`src/rtl/sha1_ctrl_pkg.sv`:
```
// Shared types and constants for the SHA-1 round sequencing controller.
package sha1_ctrl_pkg;

    // Round counter width and round-range constants
    localparam int unsigned CNT_W       = 7;
    localparam int unsigned ROUND_LAST  = 79;
    localparam int unsigned W_LOAD_LAST = 15;

    // Last round index of each 20-round phase
    localparam int unsigned PHASE0_LAST = 19;
    localparam int unsigned PHASE1_LAST = 39;
    localparam int unsigned PHASE2_LAST = 59;

    // Controller FSM states
    typedef enum logic [2:0] {
        ST_IDLE  = 3'd0,
        ST_INIT  = 3'd1,
        ST_ROUND = 3'd2,
        ST_FINAL = 3'd3,
        ST_DONE  = 3'd4
    } state_t;

    // Round function select encodings; K index uses the same values
    typedef enum logic [1:0] {
        F_CH     = 2'd0,
        F_PAR    = 2'd1,
        F_MAJ    = 2'd2,
        F_PAR_HI = 2'd3
    } f_sel_t;

    // Per-round decode presented to the datapath
    typedef struct packed {
        logic [CNT_W-1:0] idx;
        logic [1:0]       f_sel;
        logic [1:0]       k_sel;
        logic             w_src;
    } round_dec_t;

    // Map a round index onto its 20-round phase
    function automatic logic [1:0] phase_of(input logic [CNT_W-1:0] r);
        logic [1:0] ph;
        if (r <= CNT_W'(PHASE0_LAST)) begin
            ph = F_CH;
        end else if (r <= CNT_W'(PHASE1_LAST)) begin
            ph = F_PAR;
        end else if (r <= CNT_W'(PHASE2_LAST)) begin
            ph = F_MAJ;
        end else begin
            ph = F_PAR_HI;
        end
        return ph;
    endfunction

endpackage

```
`src/rtl/sha1_round_cnt.sv`:
```
// Round counter: 7-bit, enable and synchronous clear, wraps LAST -> 0.
// Exposes the next count so the controller can register its decodes
// in step with the counter.
module sha1_round_cnt
    import sha1_ctrl_pkg::*;
#(
    parameter int unsigned LAST = ROUND_LAST
) (
    input  logic             clk,
    input  logic             rst,
    input  logic             en,
    input  logic             clr,
    output logic [CNT_W-1:0] count,
    output logic [CNT_W-1:0] count_next,
    output logic             last
);

    // Last-round flag from the registered count
    always_comb begin
        last = (count == CNT_W'(LAST));
    end

    // Next count: clear wins, then increment with wrap at LAST
    always_comb begin
        count_next = count;
        if (clr) begin
            count_next = '0;
        end else if (en) begin
            count_next = last ? '0 : count + CNT_W'(1);
        end
    end

    // Count register
    always_ff @(posedge clk or posedge rst) begin
        if (rst) begin
            count <= '0;
        end else begin
            count <= count_next;
        end
    end

endmodule

```
`src/rtl/sha1_round_ctrl.sv`:
```
// SHA-1 compression sequencing controller: accepts a block, loads the
// working variables, steps rounds 0..ROUNDS-1 with per-round decodes,
// issues the final hash add and holds done until acknowledged.
// Optional feature: define SHA1_CTRL_STALL_EN to add a ROUND-state stall input.
module sha1_round_ctrl
    import sha1_ctrl_pkg::*;
#(
    parameter int unsigned ROUNDS      = 80,
    parameter int unsigned LOAD_ROUNDS = 16
) (
    input  logic             clk,
    input  logic             rst,
`ifdef SHA1_CTRL_STALL_EN
    input  logic             stall,
`endif
    input  logic             blk_valid,
    input  logic             blk_first,
    output logic             blk_ready,
    output logic             init_ld,
    output logic             iv_sel,
    output logic             round_en,
    output logic [CNT_W-1:0] round_idx,
    output logic [1:0]       f_sel,
    output logic [1:0]       k_sel,
    output logic             w_src,
    output logic             final_add,
    output logic             done_valid,
    input  logic             done_ready,
    output logic             busy
);

    state_t           state;
    state_t           state_nxt;
    logic             accept;
    logic             hold;
    logic             cnt_en;
    logic             cnt_clr;
    logic [CNT_W-1:0] count;
    logic [CNT_W-1:0] count_next;
    logic             cnt_last;

    // Registered output next-values
    logic             blk_ready_nxt;
    logic             init_ld_nxt;
    logic             iv_sel_nxt;
    logic             round_act_nxt;
    logic             final_add_nxt;
    logic             done_valid_nxt;
    logic             busy_nxt;
    round_dec_t       dec_nxt;

    logic             round_act;
    round_dec_t       dec;

    // Stall only matters in ROUND; absent feature behaves as stall = 0
`ifdef SHA1_CTRL_STALL_EN
    assign hold = stall;
`else
    assign hold = 1'b0;
`endif

    assign accept = blk_valid & blk_ready;

    sha1_round_cnt #(
        .LAST (ROUNDS - 1)
    ) u_cnt (
        .clk        (clk),
        .rst        (rst),
        .en         (cnt_en),
        .clr        (cnt_clr),
        .count      (count),
        .count_next (count_next),
        .last       (cnt_last)
    );

    // State register
    always_ff @(posedge clk or posedge rst) begin
        if (rst) begin
            state <= ST_IDLE;
        end else begin
            state <= state_nxt;
        end
    end

    // Next-state and counter control
    always_comb begin
        state_nxt = state;
        cnt_en    = 1'b0;
        cnt_clr   = 1'b1;
        unique case (state)
            ST_IDLE: begin
                if (accept) begin
                    state_nxt = ST_INIT;
                end
            end
            ST_INIT: begin
                state_nxt = ST_ROUND;
            end
            ST_ROUND: begin
                cnt_clr = 1'b0;
                if (!hold) begin
                    cnt_en = 1'b1;
                    if (cnt_last) begin
                        state_nxt = ST_FINAL;
                    end
                end
            end
            ST_FINAL: begin
                state_nxt = ST_DONE;
            end
            ST_DONE: begin
                if (done_ready) begin
                    state_nxt = ST_IDLE;
                end
            end
            default: begin
                state_nxt = ST_IDLE;
            end
        endcase
    end

    // Output decode of the upcoming state/count, registered below so the
    // outputs are a pure function of the registered state and counter
    always_comb begin
        blk_ready_nxt  = (state_nxt == ST_IDLE);
        init_ld_nxt    = (state_nxt == ST_INIT);
        // INIT is entered only from an accept, so this is the sampled blk_first
        iv_sel_nxt     = accept & blk_first;
        round_act_nxt  = (state_nxt == ST_ROUND);
        final_add_nxt  = (state_nxt == ST_FINAL);
        done_valid_nxt = (state_nxt == ST_DONE);
        busy_nxt       = (state_nxt != ST_IDLE);
        dec_nxt        = '0;
        if (state_nxt == ST_ROUND) begin
            dec_nxt.idx   = count_next;
            dec_nxt.f_sel = phase_of(count_next);
            dec_nxt.k_sel = phase_of(count_next);
            dec_nxt.w_src = (count_next > CNT_W'(LOAD_ROUNDS - 1));
        end
    end

    // Output registers; reset leaves only blk_ready asserted
    always_ff @(posedge clk or posedge rst) begin
        if (rst) begin
            blk_ready  <= 1'b1;
            init_ld    <= 1'b0;
            iv_sel     <= 1'b0;
            round_act  <= 1'b0;
            final_add  <= 1'b0;
            done_valid <= 1'b0;
            busy       <= 1'b0;
            dec        <= '0;
        end else begin
            blk_ready  <= blk_ready_nxt;
            init_ld    <= init_ld_nxt;
            iv_sel     <= iv_sel_nxt;
            round_act  <= round_act_nxt;
            final_add  <= final_add_nxt;
            done_valid <= done_valid_nxt;
            busy       <= busy_nxt;
            dec        <= dec_nxt;
        end
    end

    // Round strobe; a stalled ROUND cycle suppresses it
    assign round_en  = round_act & ~hold;
    assign round_idx = dec.idx;
    assign f_sel     = dec.f_sel;
    assign k_sel     = dec.k_sel;
    assign w_src     = dec.w_src;

endmodule

```
`config.mk`:
```
export PLATFORM = sky130hd
export DESIGN_NAME = sha1_round_ctrl
export DESIGN_NICKNAME = d
export VERILOG_FILES = /design/src/rtl/sha1_ctrl_pkg.sv /design/src/rtl/sha1_round_cnt.sv /design/src/rtl/sha1_round_ctrl.sv
export SDC_FILE = /design/constraint.sdc
export NUM_CORES = 1
export LEC_CHECK = 0
export ABC_AREA = 1
export BUFFER_PORTS_ARGS = -buffer_cell sky130_fd_sc_hd__buf_4
export CORE_UTILIZATION = 40
export DETAILED_ROUTE_END_ITERATION = 8
export PLACE_DENSITY = 0.72
export SYNTH_ARGS = -nofsm -noshare
export SYNTH_HDL_FRONTEND = slang
export SYNTH_SLANG_ARGS = --single-unit
```
`constraint.sdc`:
```
create_clock -name clk -period 1.85 [get_ports clk]
set_input_delay 0.4625 -clock clk [delete_from_list [all_inputs] [get_ports clk]]
set_output_delay 0.4625 -clock clk [all_outputs]
set_load 0.05 [all_outputs]
```
[Yosys cells after proc, flatten, opt, wreduce, memory -nomap -nowiden]
Cells that the tools add are included.
Operators by class
  $add $sub $neg: 1
  $mul: 0
  div/mod/pow operators: 0
  order comparisons: 4
  equality and inequality tests: 9
  shifts and indexed selects: 0
  mux-type cells: 12
  bitwise gates (word level): 2
  reductions and logical operators: 3
Operator list (count)
  $mux W7: 3
  $pmux W3 S5: 1
  $le A7 B6 Y1 const B: 2
  $eq A3 B2 Y1 const B: 4
  $mux W12: 1
  $mux W3: 3
  $add A7 B1 Y7 const B: 1
  $eq A7 B7 Y1 const B: 1
  $gt A7 B4 Y1 const B: 1
  $le A7 B5 Y1 const B: 1
  $eq A3 B1 Y1 const B: 2
  $eq A3 B3 Y1 const B: 2
  $logic_not A3 Y1: 2
  $mux W2: 2
  $reduce_bool A3 Y1: 1
  $and A1 B1 Y1: 2
  $mux W1: 2
Word-level totals
  bits in registers: 29
  bits in latches: 0
  bits in writable memories: 0
  memory bits (read-only): 0
  output and inout bits: 19
  logic and storage cells: 44
  memories: 0

[Longest topological paths before layout]
Gate-level depths: netlist of run 1.
  depth after elaboration: 9
  gate-level depth with buffers: 10
  gate-level depth less buffers: 10

[By module]
From an unflattened synthesis of run 1, not the netlist that was laid out.
Unflattened totals
  cells, all modules: 134
  area total of the unflattened synthesis: 1214.9 µm²
By module, submodules not included
  sha1_round_ctrl: instances 1, cells each 83, area an instance 779.5 µm², sequential area each 501.7 µm²
  sha1_round_cnt: instances 1, cells each 51, area an instance 435.4 µm², sequential area each 175.2 µm²

[Worst setup path after synthesis of run 1]
No wires, ideal clock.
  path kind: flip-flop to output port
  start: reg, netlist name f_sel[0]
  end: out k_sel[0]
  data arrival time: 886 ps
  required time: 1387 ps
  slack: 501 ps
  stages on the path, launching flop included: 2
  buffers on the path: 1
  cell sequence: dfrtp_1 > buf_4
RTL lines
  end, declared: line sha1_round_ctrl.sv:24  | output logic [1:0] k_sel,

[Worst setup path after layout of run 1]
  start: reg u_cnt.count[0]
  end: reg dec, in the netlist f_sel[0]
Between the ends
  longest elaborated chain between the ends: 9
RTL lines
  start, declared: line sha1_round_cnt.sv:13  | output logic [CNT_W-1:0] count,
  start signal, assigned: line sha1_round_cnt.sv:38  | count <= count_next;
  $add A7 B1 Y7 / $eq A7 B7 Y1 (equally long branches): line sha1_round_cnt.sv:29, sha1_round_cnt.sv:20
  $mux W7 *: line sha1_round_cnt.sv:29  | count_next = last ? '0 : count + CNT_W'(1);
  $mux W7 *: line sha1_round_cnt.sv:28  | end else if (en) begin
  $mux W7 *: line sha1_round_cnt.sv:26  | if (clr) begin
  via count_next[4]: line sha1_round_ctrl.sv:39  | logic [CNT_W-1:0] count_next;
  $le A7 B6 Y1: line sha1_ctrl_pkg.sv:46  | end else if (r <= CNT_W'(PHASE2_LAST)) begin
  $mux W1: line sha1_ctrl_pkg.sv:46
  $mux W2: line sha1_ctrl_pkg.sv:44  | end else if (r <= CNT_W'(PHASE1_LAST)) begin
  $mux W2 *: line sha1_ctrl_pkg.sv:42  | if (r <= CNT_W'(PHASE0_LAST)) begin
  $mux W12 *: line sha1_round_ctrl.sv:134  | if (state_nxt == ST_ROUND) begin
  end signal, assigned: line sha1_round_ctrl.sv:161  | dec <= dec_nxt;
  end, declared: line sha1_round_ctrl.sv:53  | round_dec_t dec;
Mark *: on every way through the listed nets, which the timed path passes. The rest lies on a longest branch.

==> summary.md, run 1 <==
| Metric | Value |
|---|---|
| Rel. slew slack | 78.6% |
| CTS H-tree lvls | 1 |
| Fmax | 646 MHz |
| CTS buffer count | 3 |
| # IOs | 24 |
| Postcts setup bufs | 0 |
| Syn Area/Cell | 9.67 um2 |
| Final Cycle Share | 83.7% |
| Total gr overflow | 0 |
| RSZ-0062 raised after global routing | no |
| FF+latch count, synth | 27 |
| All-Layer GR Usage | 13.8% |
| CTS Hold Bufs | 0 |
| Die extent in x | 54.7 um |
| Number of synthesized flops with an enable pin | 0 |
| Cells after DPL | 167 |
| Status | completed |
| Clock Latency Late Sink | 320 ps |
| # DRC | 0 |
| P&R area growth vs syn | 20.7% |
| CTS max path bufs | 2 |
| Final Max Tran Viols | 0 |
| Leak | 0.785 nW |
| Global placement routability congestion | 0.806 |
| Setup TNS | 0 ps |
| Synth cell count leaders | 26 x dfrtp_1, 20 x nand2_1, 17 x nor2_1, 16 x inv_1, 6 x inv_2 |
| Mapped cell area | 1110 um2 |
| CP arrival | 1780 ps |
| Reg clk slew, reported paths | 140 ps |
| CP max FO | 7 |
| DR vias | 775 |
| Synth Instances | 115 |
| Vias in the first global route | 731 |
| Row count | 18 |
| CP startpoint | u_cnt.count[0] |
| Final setup violation count | 0 |
| Fill cells | 225 |
| Worst setup SP type | register |
| FFs w/ async S/R, synth | 100% |
| Clock Sinks | 27 |
| Unique cell type count in the Yosys netlist | 19 |
| Routed WL per cell | 10.3 um |
| PwrDens | 1240 nW/um2 |
| RR Startpoint | u_cnt.count[0] |
| Area of the multi-input gates | 338 um2 |
| Resized Gates After CTS | 0 |
| Initial antenna violation count | 0 |
| FF-to-FF path depth | 8 |
| HPWL after DPL | 1330 um |
| Synthesized net count | 121 |
| Setup Skew | 1.72 ps |
| Register area share after synthesis | 60.9% |
| YS warnings | 0 |
| Die height | 54.7 um |
| Buffers on Ports | 23 |
| Worst endpoint required time | 2080 ps |
| Synth area leader | dfrtp_1 |
| Largest net degree at the start of global routing | 28 |
| Initial Utilization | 43.7% |
| DP Area | 1320 um2 |
| Die Area | 3000 um2 |
| ANT nets after route | 0 |
| Sequential cell area | 677 um2 |
| Final worst path period need | 1550 ps |
| DR vias/cell | 4.53 |
| HP Class | in2async |
| Setup crit end kind | register |
| Post-synth top flop | dfrtp_1 |
| Net count reported at finish | 148 |
| First-pass GRT wire length | 2910 um |
| Top cell type's share of synthesized area | 58.5% |
| Core Region | 2540 um2 |
| Finished Layout Cells | 171 |
| Crit Path Class | reg2reg |
| Pre-CTS WS | 333 ps |
| Worst-margin pin slew | 321 ps |
| 1st-iter DRT viols | 15 |
| Hold Vio Cnt, Final | 0 |
| Final instance area | 1340 um2 |
| Cell chosen for the clock root | clkbuf_4 |
| Share of cells above drive strength 1 | 34.0% |
| # diodes | 0 |
| Drt first pass iters | 3 |
| Final WS setup | 302 ps |
| Max_cap viols | 0 |
| Peak supply drop | 0.713 mV |
| Routed wire length | 1770 um |
| CTS tree | yes |
| Most frequent cell after synthesis | dfrtp_1 |
| Largest cells by area after synthesis | dfrtp_1 58%, nand2_1 6.7%, nor2_1 5.7% |
-- critical path: stages, from the launching register on --
cell and delay [ps]:
dfrtp_1 460, ha_1 260, nand3_2 150, o21ai_4 280, nor2_2 80, nand2_1 70, nand2_1 50, nand2_1 60
nand2_1 50
-- state kept, by name (all words and copies together) (netlist names) --
name / count
round_en: 1
busy: 1
done_valid: 1
u_cnt.count: 7
iv_sel: 1
init_ld: 1
f_sel: 2
blk_ready: 1
round_idx: 7
state: 3
final_add: 1
w_src: 1
-- cells in the final DEF, fill, tap and decap left out --
master,n
nand3_2,3
nor2_2,4
ha_1,1
nand2_1,20
dfrtp_1,26
clkbuf_4,3
a21oi_1,2
nor3_4,1
clkinv_2,1
o21ai_4,1
inv_1,16
nand2_2,4
nand4_1,2
xor2_1,1
dfstp_2,1
inv_2,6
nor3_1,2
buf_4,24
nor2_1,17
nand3_1,5
nand3b_1,1
-- layer usage --
layer / GRT usage (%) / vias to the layer above / part of all wire (%)
li1: - / 396 / -
met1: 19.2 / 364 / 48
met2: 20.5 / 15 / 49
met3: 2.78 / 0 / 3.5
met4: 6.41 / 0 / 0
met5: 0 / - / 0
-- report_power, final --
part | switching [mW] | total, mW | internal, mW
clock network | 0.165 | 0.246 | 0.0810
logic | 0.459 | 0.648 | 0.189
registers | 0.0592 | 0.766 | 0.707
-- area by class of cell --
type | instances | area share (%)
Clock buffer | 3 | 1.68
Clock inverter | 1 | 0.373
Inverter | 22 | 6.15
Multi-Input combinational cell | 64 | 25.2
Sequential cell | 27 | 50.4
Tap cell | 30 | 2.80
Timing Repair Buffer | 24 | 13.4
-- cell families (layout without fill, tap and decap cells) --
| kind of cell | count (synthesis) | in the layout | synth area share [%] |
|---|---|---|---|
| AND/OR/NAND/NOR | 59 | 59 | 26.1 |
| flip-flops | 27 | 27 | 60.9 |
| buffers and inverters | 24 | 50 | 8.77 |
| AO/OA/AOI/OAI | 3 | 3 | 2.36 |
| adder cells (fa/ha/maj) | 1 | 1 | 1.12 |
| XOR/XNOR | 1 | 1 | 0.788 |
-- worst paths after layout --
| kind | to | slack (ps) |
|---|---|---|
| setup / recovery | f_sel[0] | 300 |
| hold / removal | round_en | 170 |
| setup reg to reg | f_sel[0] | 300 |
| hold reg to reg | init_ld | 520 |
| max in group asynchronous | blk_ready | 1390 |
| min in group clk | iv_sel | 340 |
-- metrics by stage --
step | util [%] | total power, mW | hold WS (ps)
5_1_grt | 52.8 | 1.76 | 182
3_3_place_gp | 51.7 | 1.43 | 501
4_1_cts | 52.8 | 1.68 | 175
3_5_place_dp | 51.7 | 1.44 | 498
2_1_floorplan | - | 1.27 | 478
6_report | 52.8 | 1.66 | 171
Power figures use the tool's default switching activity.
==> inputs of run 2 (changes only) <==
--- a/config.mk
+++ b/config.mk
@@ -9,7 +9,7 @@
 export BUFFER_PORTS_ARGS = -buffer_cell sky130_fd_sc_hd__buf_4
 export CORE_UTILIZATION = 40
 export DETAILED_ROUTE_END_ITERATION = 8
-export PLACE_DENSITY = 0.72
+export PLACE_DENSITY = 0.74
 export SYNTH_ARGS = -nofsm -noshare
 export SYNTH_HDL_FRONTEND = slang
 export SYNTH_SLANG_ARGS = --single-unit
==> constraint.sdc (replaced) <==
create_clock -name clk -period 1.4 [get_ports clk]
set_input_delay 0.35 -clock clk [delete_from_list [all_inputs] [get_ports clk]]
set_output_delay 0.35 -clock clk [all_outputs]
set_load 0.05 [all_outputs]
==> run 2 against run 1 <==
  * Register-to-register slack got worse by 290 ps
  * Clock skew increased by 5.3 ps
  * Utilization is 6.9 points higher
  * Total power rose by 42%
  * Flip-flop and latch count unchanged
  * Final area grew 13%
  * Sequential power up 33%
  * Fmax up 12%
  * Die area stayed put
  * Non-clock buffer count increased by 13
  * Critical path depth is 2 higher
  * Via count is 9.0% higher
==> summary.md, run 2 (same netlist as run 1, synthesis figures left out) <==
| Metric | Value |
|---|---|
| DR vias/cell | 4.59 (+1.3%) |
| FF-to-FF path depth | 10 (+2) |
| Die Area | 3000 um2 (unchanged) |
| Final Cycle Share | 98.8% (+15 points) |
| 1st-iter DRT viols | 3 (-12) |
| CTS max path bufs | 2 (unchanged) |
| Routed WL per cell | 11.5 um (+11%) |
| CTS buffer count | 3 (unchanged) |
| Worst path cell trace | ha_4, nand2_4, nor2_4, nand2_2, nand2_4, nor2_1, nand2_1, nor2_2, nor2_2, nand2_1 |
| DR vias | 845 (+9.0%) |
| Reg clk slew, reported paths | 140 ps (about the same) |
| Status | completed |
| CTS Hold Bufs | 0 (unchanged) |
| Core Region | 2540 um2 (unchanged) |
| Sw power | 964 uW (+41%) |
| Worst endpoint required time | 1630 ps (-450 ps) |
| Die extent in x | 54.7 um (unchanged) |
| Final Max Tran Viols | 0 (unchanged) |
| Cell chosen for the clock root | clkbuf_4 |
| Slowest-stage cell, CP | dfrtp_1 |
| Global placement routability congestion | 0.861 (+6.9%) |
| Final worst path period need | 1380 ps (-164 ps) |
| # IOs | 24 (unchanged) |
| Share of cells above drive strength 1 | 48.1% (+14 points) |
| CP arrival | 1610 ps (-170 ps) |
| Buffers on Ports | 23 (unchanged) |
| PwrDens | 1560 nW/um2 (+26%) |
| Total gr overflow | 0 (unchanged) |
| Comb power frac | 43.2% (+4.2 points) |
| RSZ-0062 raised after global routing | yes |
| # DRC | 0 (unchanged) |
| Worst-margin pin slew | 330 ps (+8.63 ps) |
| Setup Skew | 7.02 ps (+5.30 ps) |
| DP Area | 1350 um2 (+2.3%) |
| ANT nets after route | 0 (unchanged) |
| Cells after DPL | 171 (+2.4%) |
| Crit Path Class | reg2reg |
| Clock Latency Late Sink | 310 ps (about the same) |
| P_int | 1.40 mW (+43%) |
| Initial antenna violation count | 0 (unchanged) |
| Hold Vio Cnt, Final | 0 (unchanged) |
| Largest net degree at the start of global routing | 28 (unchanged) |
| Commonest non-fill, non-tap cell in the layout | buf_4 |
| Finished Layout Cells | 184 (+7.6%) |
| CTS tree | yes |
| Net count reported at finish | 161 (+8.8%) |
| First-pass GRT wire length | 3000 um (+3.1%) |
| Total power | 2.36 mW (+42%) |
| Final instance area | 1520 um2 (+13%) |
| Clock Sinks | 27 (unchanged) |
| Setup crit end kind | register |
| Clock power frac | 13.7% (-1.1 points) |
| Slowest stage delay, CP | 420 ps (-40 ps) |
| Routed wire length | 2110 um (+20%) |
| CP max FO | 4 (-3) |
| Max_cap viols | 0 (unchanged) |
| Initial Utilization | 43.7% (unchanged) |
| Leak | 0.863 nW (+9.9%) |
| HP Class | in2async |
| Seq pwr share | 43.1% (-3.0 points) |
| All-Layer GR Usage | 14.5% (+0.67 points) |
| Die height | 54.7 um (unchanged) |
| Rel. slew slack | 78.0% (-0.58 points) |
| HPWL after DPL | 1420 um (+6.3%) |
| Peak supply drop | 1.42 mV (+99%) |
| Worst setup SP type | register |
| Most frequent cells in the layout | 36 x buf_4, 26 x dfrtp_1, 15 x nand2_1, 14 x inv_1, 14 x nor2_1 |
| Vias in the first global route | 730 (-0.14%) |
| Sw frac | 40.8% (-0.38 points) |
| Drt first pass iters | 4 (+1) |
| Fmax | 723 MHz (+12%) |
| # diodes | 0 (unchanged) |
| Fill cells | 217 (-3.6%) |
| CTS H-tree lvls | 1 (unchanged) |
| P&R area growth vs syn | 36.6% |
| Row count | 18 (unchanged) |
| Final setup violation count | 0 (unchanged) |
[run 2: changes by cell type in the layout (fill, tap and decap cells not counted), sizes merged]
cell / before / now
buf: 24 / 37
[run 2: power groups by stage]
stage / combinational [mW] / clock, mW / sequential, mW
floorplan: 0.348 / 0 / 1.33
global placement: 0.922 / 0 / 1.01
detailed placement: 0.938 / 0 / 1.02
CTS: 0.950 / 0.329 / 1.01
global route: 1.11 / 0.361 / 1.03
finish: 1.02 / 0.324 / 1.02
[run 2: what timing repair did]
action                                  4_1_cts  5_1_grt
setup buffers                                 0       10
endpoints found under the setup margin        2        9
gates resized for setup                       4       17
pin swaps                                     0       14
[run 2: area by class of cell]
cell class	count	area [um2]	area share (%)
sequential	27	677	44.6
multi-input combinational	64	409	26.9
timing repair buffer	37	285	18.8
inverter	22	82.6	5.44
tap	30	37.5	2.47
clock buffer	3	22.5	1.48
clock inverter	1	5.00	0.329
[run 2: path summary, 6_finish.rpt]
path | startpoint | end | slack (ps)
setup / recovery | u_cnt.count[1] | f_sel[0] | 20
hold / removal | rst | round_idx[5] | 70
setup reg to reg | u_cnt.count[1] | f_sel[0] | 20
hold reg to reg | state[2] | init_ld | 530
max in group asynchronous | rst | blk_ready | 1040
min in group clk | blk_first | iv_sel | 240
[run 2: through the flow]
step           hold WS, ps  setup WS (ps)  utilization [%]  setup TNS (ps)
2_1_floorplan          402           57.1                -               0
4_1_cts               76.3           3.06             54.4               0
6_report              65.7           16.4             59.7               0
5_1_grt               85.6           -118             59.7            -414
3_3_place_gp           425           45.5             52.9               0
3_5_place_dp           432          -29.6             52.9           -29.6
[run 2: critical path, delay by kind of cell (launching register included)]
kind	cells	cell delay, ps
adder cells (fa/ha/maj)	1	190
AND/OR/NAND/NOR	9	690
flip-flops	1	420
[run 2: metal layers]
| metal | global-route usage [%] | vias to the layer above | routed length [um] | share of wire [%] |
|---|---|---|---|---|
| met3 | 1.94 | 4 | 51 | 2.4 |
| met5 | 0 | - | 0 | 0 |
| li1 | - | 424 | - | - |
| met4 | 7.26 | 0 | 36 | 1.7 |
| met2 | 24.1 | 12 | 1120 | 53 |
| met1 | 18.2 | 405 | 906 | 43 |
==> inputs of run 3 (changes only) <==
--- a/config.mk
+++ b/config.mk
@@ -5,11 +5,12 @@
 export SDC_FILE = /design/constraint.sdc
 export NUM_CORES = 1
 export LEC_CHECK = 0
-export ABC_AREA = 1
+export ABC_AREA = 0
 export BUFFER_PORTS_ARGS = -buffer_cell sky130_fd_sc_hd__buf_4
-export CORE_UTILIZATION = 40
+export CORE_UTILIZATION = 45
+export CTS_BUF_LIST = sky130_fd_sc_hd__clkbuf_4
 export DETAILED_ROUTE_END_ITERATION = 8
-export PLACE_DENSITY = 0.74
+export PLACE_DENSITY = 0.81
 export SYNTH_ARGS = -nofsm -noshare
 export SYNTH_HDL_FRONTEND = slang
 export SYNTH_SLANG_ARGS = --single-unit
==> run 3 against run 2 <==
  * The run now ends with setup timing left
  * Via count down 3.0%
  * Highest routed layer unchanged
  * Total power up 8.6%
  * Fmax down 15%
  * Final cell count fell by 13%
  * Sequential share of layout area up 0.074 points
==> summary.md, run 3 <==
| Metric | Value |
|---|---|
| Crit-path leading delay family | simple AND/OR/NAND/NOR gates |
| P&R area growth vs syn | 42.4% |
| Number of synthesized flops with an enable pin | 0 (unchanged) |
| Initial Utilization | 48.1% (+4.4 points) |
| Die Area | 2560 um2 (-14%) |
| Worst setup SP type | register |
| Largest cells by area after synthesis | dfrtp_1 61%, nand2_1 2.8%, dfstp_2 2.5% |
| Routed WL per cell | 13.4 um (+17%) |
| Max_cap viols | 0 (unchanged) |
| Slowest stage delay, CP | 440 ps (+20 ps) |
| Share of cells above drive strength 1 | 48.9% (+0.82 points) |
| Setup TNS | -932 ps (-932 ps) |
| CP arrival | 1840 ps (+230 ps) |
| Final Max Tran Viols | 0 (unchanged) |
| Largest net degree at the start of global routing | 28 (unchanged) |
| CTS Hold Bufs | 0 (unchanged) |
| First-pass GRT wire length | 3520 um (+17%) |
| ANT nets after route | 0 (unchanged) |
| Buffers on Ports | 23 (unchanged) |
| Initial antenna violation count | 0 (unchanged) |
| Global placement routability congestion | 0.823 (-4.4%) |
| Total gr overflow | 0 (unchanged) |
| CTS H-tree lvls | 1 (unchanged) |
| Met2 WL | 1190 um (+6.9%) |
| Mapped cell area | 1060 um2 (-4.3%) |
| Worst-margin pin slew | 321 ps (-9.14 ps) |
| Setup crit end kind | register |
| Leak | 0.800 nW (-7.3%) |
| Final worst path period need | 1620 ps (+240 ps) |
| Hold Vio Cnt, Final | 0 (unchanged) |
| Die height | 50.6 um (-7.5%) |
| # DRC | 0 (unchanged) |
| Sw power | 991 uW (+2.8%) |
| HP Class | in2async |
| All-Layer GR Usage | 19.1% (+4.6 points) |
| Failing checks | setup timing |
| Comb power frac | 46.4% (+3.2 points) |
| Final setup violation count | 9 (+9) |
| Post-synth top flop | dfrtp_1 |
| Row count | 17 (-1) |
| CTS max path bufs | 2 (unchanged) |
| Slowest-stage cell, CP | dfrtp_1 |
| CTS tree | yes |
| Top layer in use | met4 |
| Core Region | 2210 um2 (-13%) |
| Synth Instances | 87 (-24%) |
| RSZ-0062 raised after global routing | yes |
| Die extent in x | 50.6 um (-7.5%) |
| Final instance area | 1520 um2 (-0.17%) |
| Commonest non-fill, non-tap cell in the layout | buf_4 |
| DR vias/cell | 5.09 (+11%) |
| Drt first pass iters | 4 (unchanged) |
| Worst endpoint required time | 1620 ps (about the same) |
| Rel. slew slack | 78.6% (+0.61 points) |
| Vias in the first global route | 789 (+8.1%) |
| Unique cell type count in the Yosys netlist | 31 (+12) |
| Cell chosen for the clock root | clkbuf_4 |
| 1st-iter DRT viols | 13 (+10) |
| DP Area | 1420 um2 (+5.9%) |
| Register area share after synthesis | 63.6% (+2.7 points) |
| Worst hold margin | 42.7 ps (-23.0 ps) |
| Crit Path Class | reg2reg |
| DR vias | 820 (-3.0%) |
| Synthesized net count | 93 (-23%) |
| FF+latch count, synth | 27 (unchanged) |
| P_int | 1.58 mW (+13%) |
| PwrDens | 1690 nW/um2 (+8.8%) |
| Routed wire length | 2150 um (+2.0%) |
| Synth area leader | dfrtp_1 |
| Most frequent cell after synthesis | dfrtp_1 |
| Clock power frac | 13.1% (-0.6 points) |
| Peak supply drop | 1.47 mV (+3.3%) |
| Most frequent cells in the layout | 42 x buf_4, 26 x dfrtp_1, 7 x nand2_1, 7 x nor2_1, 6 x inv_1 |
| FFs w/ async S/R, synth | 100% (unchanged) |
| # IOs | 24 (unchanged) |
| Setup Skew | 8.03 ps (+1.01 ps) |
| Reg clk slew, reported paths | 140 ps (about the same) |
| Final WS setup | -223 ps (-240 ps) |
| Syn Area/Cell | 12.2 um2 (+27%) |
| Net count reported at finish | 140 (-13%) |
| Worst path bufs/invs | 0 (unchanged) |
| Final Cycle Share | 116% (+17 points) |
| CP max FO | 5 (+1) |
| YS warnings | 0 (unchanged) |
| HPWL after DPL | 1530 um (+8.4%) |
| Top cell type's share of synthesized area | 61.1% (+2.6 points) |
| CTS buffer count | 3 (unchanged) |
| Clock Sinks | 27 (unchanged) |
| Sw frac | 38.6% (-2.2 points) |
| # diodes | 0 (unchanged) |
| M1 WL | 843 um (-7.0%) |
| Clock Latency Late Sink | 330 ps (+20 ps) |
| Fmax | 616 MHz (-15%) |
| Synth cell count leaders | 26 x dfrtp_1, 8 x nand2_1, 7 x inv_1, 7 x nor2_1 |
| Status | complete, but fails checks |
| Seq pwr share | 40.5% (-2.6 points) |
| WL met3 | 80 um (+57%) |
| Worst path cell trace | ha_4, nand3_4, xor2_1, nor2_1, or3_1 |
| Total power | 2.57 mW (+8.6%) |
==> run 3: cell families after synthesis <==
logic type | after synthesis | share of synthesized area (%)
and+or+nand+nor | 35 | 20.2
xor gates and xnor gates | 4 | 3.29
adders and majority gates | 1 | 1.17
DFF | 27 | 63.6
AOI/OAI and AO/OA | 11 | 7.87
buffers and inverters | 9 | 3.88
==> run 3: final cells by class <==
class | count | area, um2
Fill cell | 163 | 696
Sequential cell | 27 | 677
Multi-Input combinational cell | 51 | 409
Timing Repair Buffer | 44 | 342
Tap cell | 28 | 35.0
Inverter | 7 | 26.3
Clock buffer | 3 | 22.5
Clock inverter | 1 | 5.00
==> run 3: tightest hold or removal path: cells and delay by family <==
kind                   cells  cell delay, ps
buffers and inverters      3             440
==> run 3: repair_timing <==
action	4_1_cts	5_1_grt
setup endpoints to repair	10	11
hold endpoints to repair	0	0
gates resized for setup	8	5
setup buffers	3	0
pin swaps	4	1
==> run 3: per-stage QoR <==
| stage | setup slack (ps) | instances | utilization, % |
|---|---|---|---|
| 2_1_floorplan | -115 | 87 | - |
| 3_3_place_gp | -136 | 154 | 64.4 |
| 3_5_place_dp | -219 | 154 | 64.4 |
| 4_1_cts | -170 | 161 | 67.8 |
| 5_1_grt | -281 | 161 | 68.6 |
| 6_report | -223 | 161 | 68.6 |
==> run 3: per-layer routing <==
layer,vias to the layer above,global-route usage [%]
met5,-,0
met3,3,1.82
met4,0,6.94
li1,381,-
met2,29,32.9
met1,407,25.0
==> run 3: power by group through the flow <==
stage               Clock, mW  Combinational [mW]  Sequential, mW
global route            0.382                1.28            1.06
finish                  0.337                1.19            1.04
floorplan                   0               0.337            1.37
CTS                     0.342                1.15            1.04
global placement            0                1.06            1.04
detailed placement          0                1.08            1.05
==> run 3: final timing paths <==
check	startpoint	endpoint	slack (ps)	depth (start not counted)
max reg2reg	u_cnt.count[1]	w_src	-220	5
min reg2reg	blk_ready	init_ld	560	2
max in group asynchronous	rst	blk_ready	1070	3
max	u_cnt.count[1]	w_src	-220	5
min	rst	round_en	40	3
min in group clk	blk_first	iv_sel	250	2
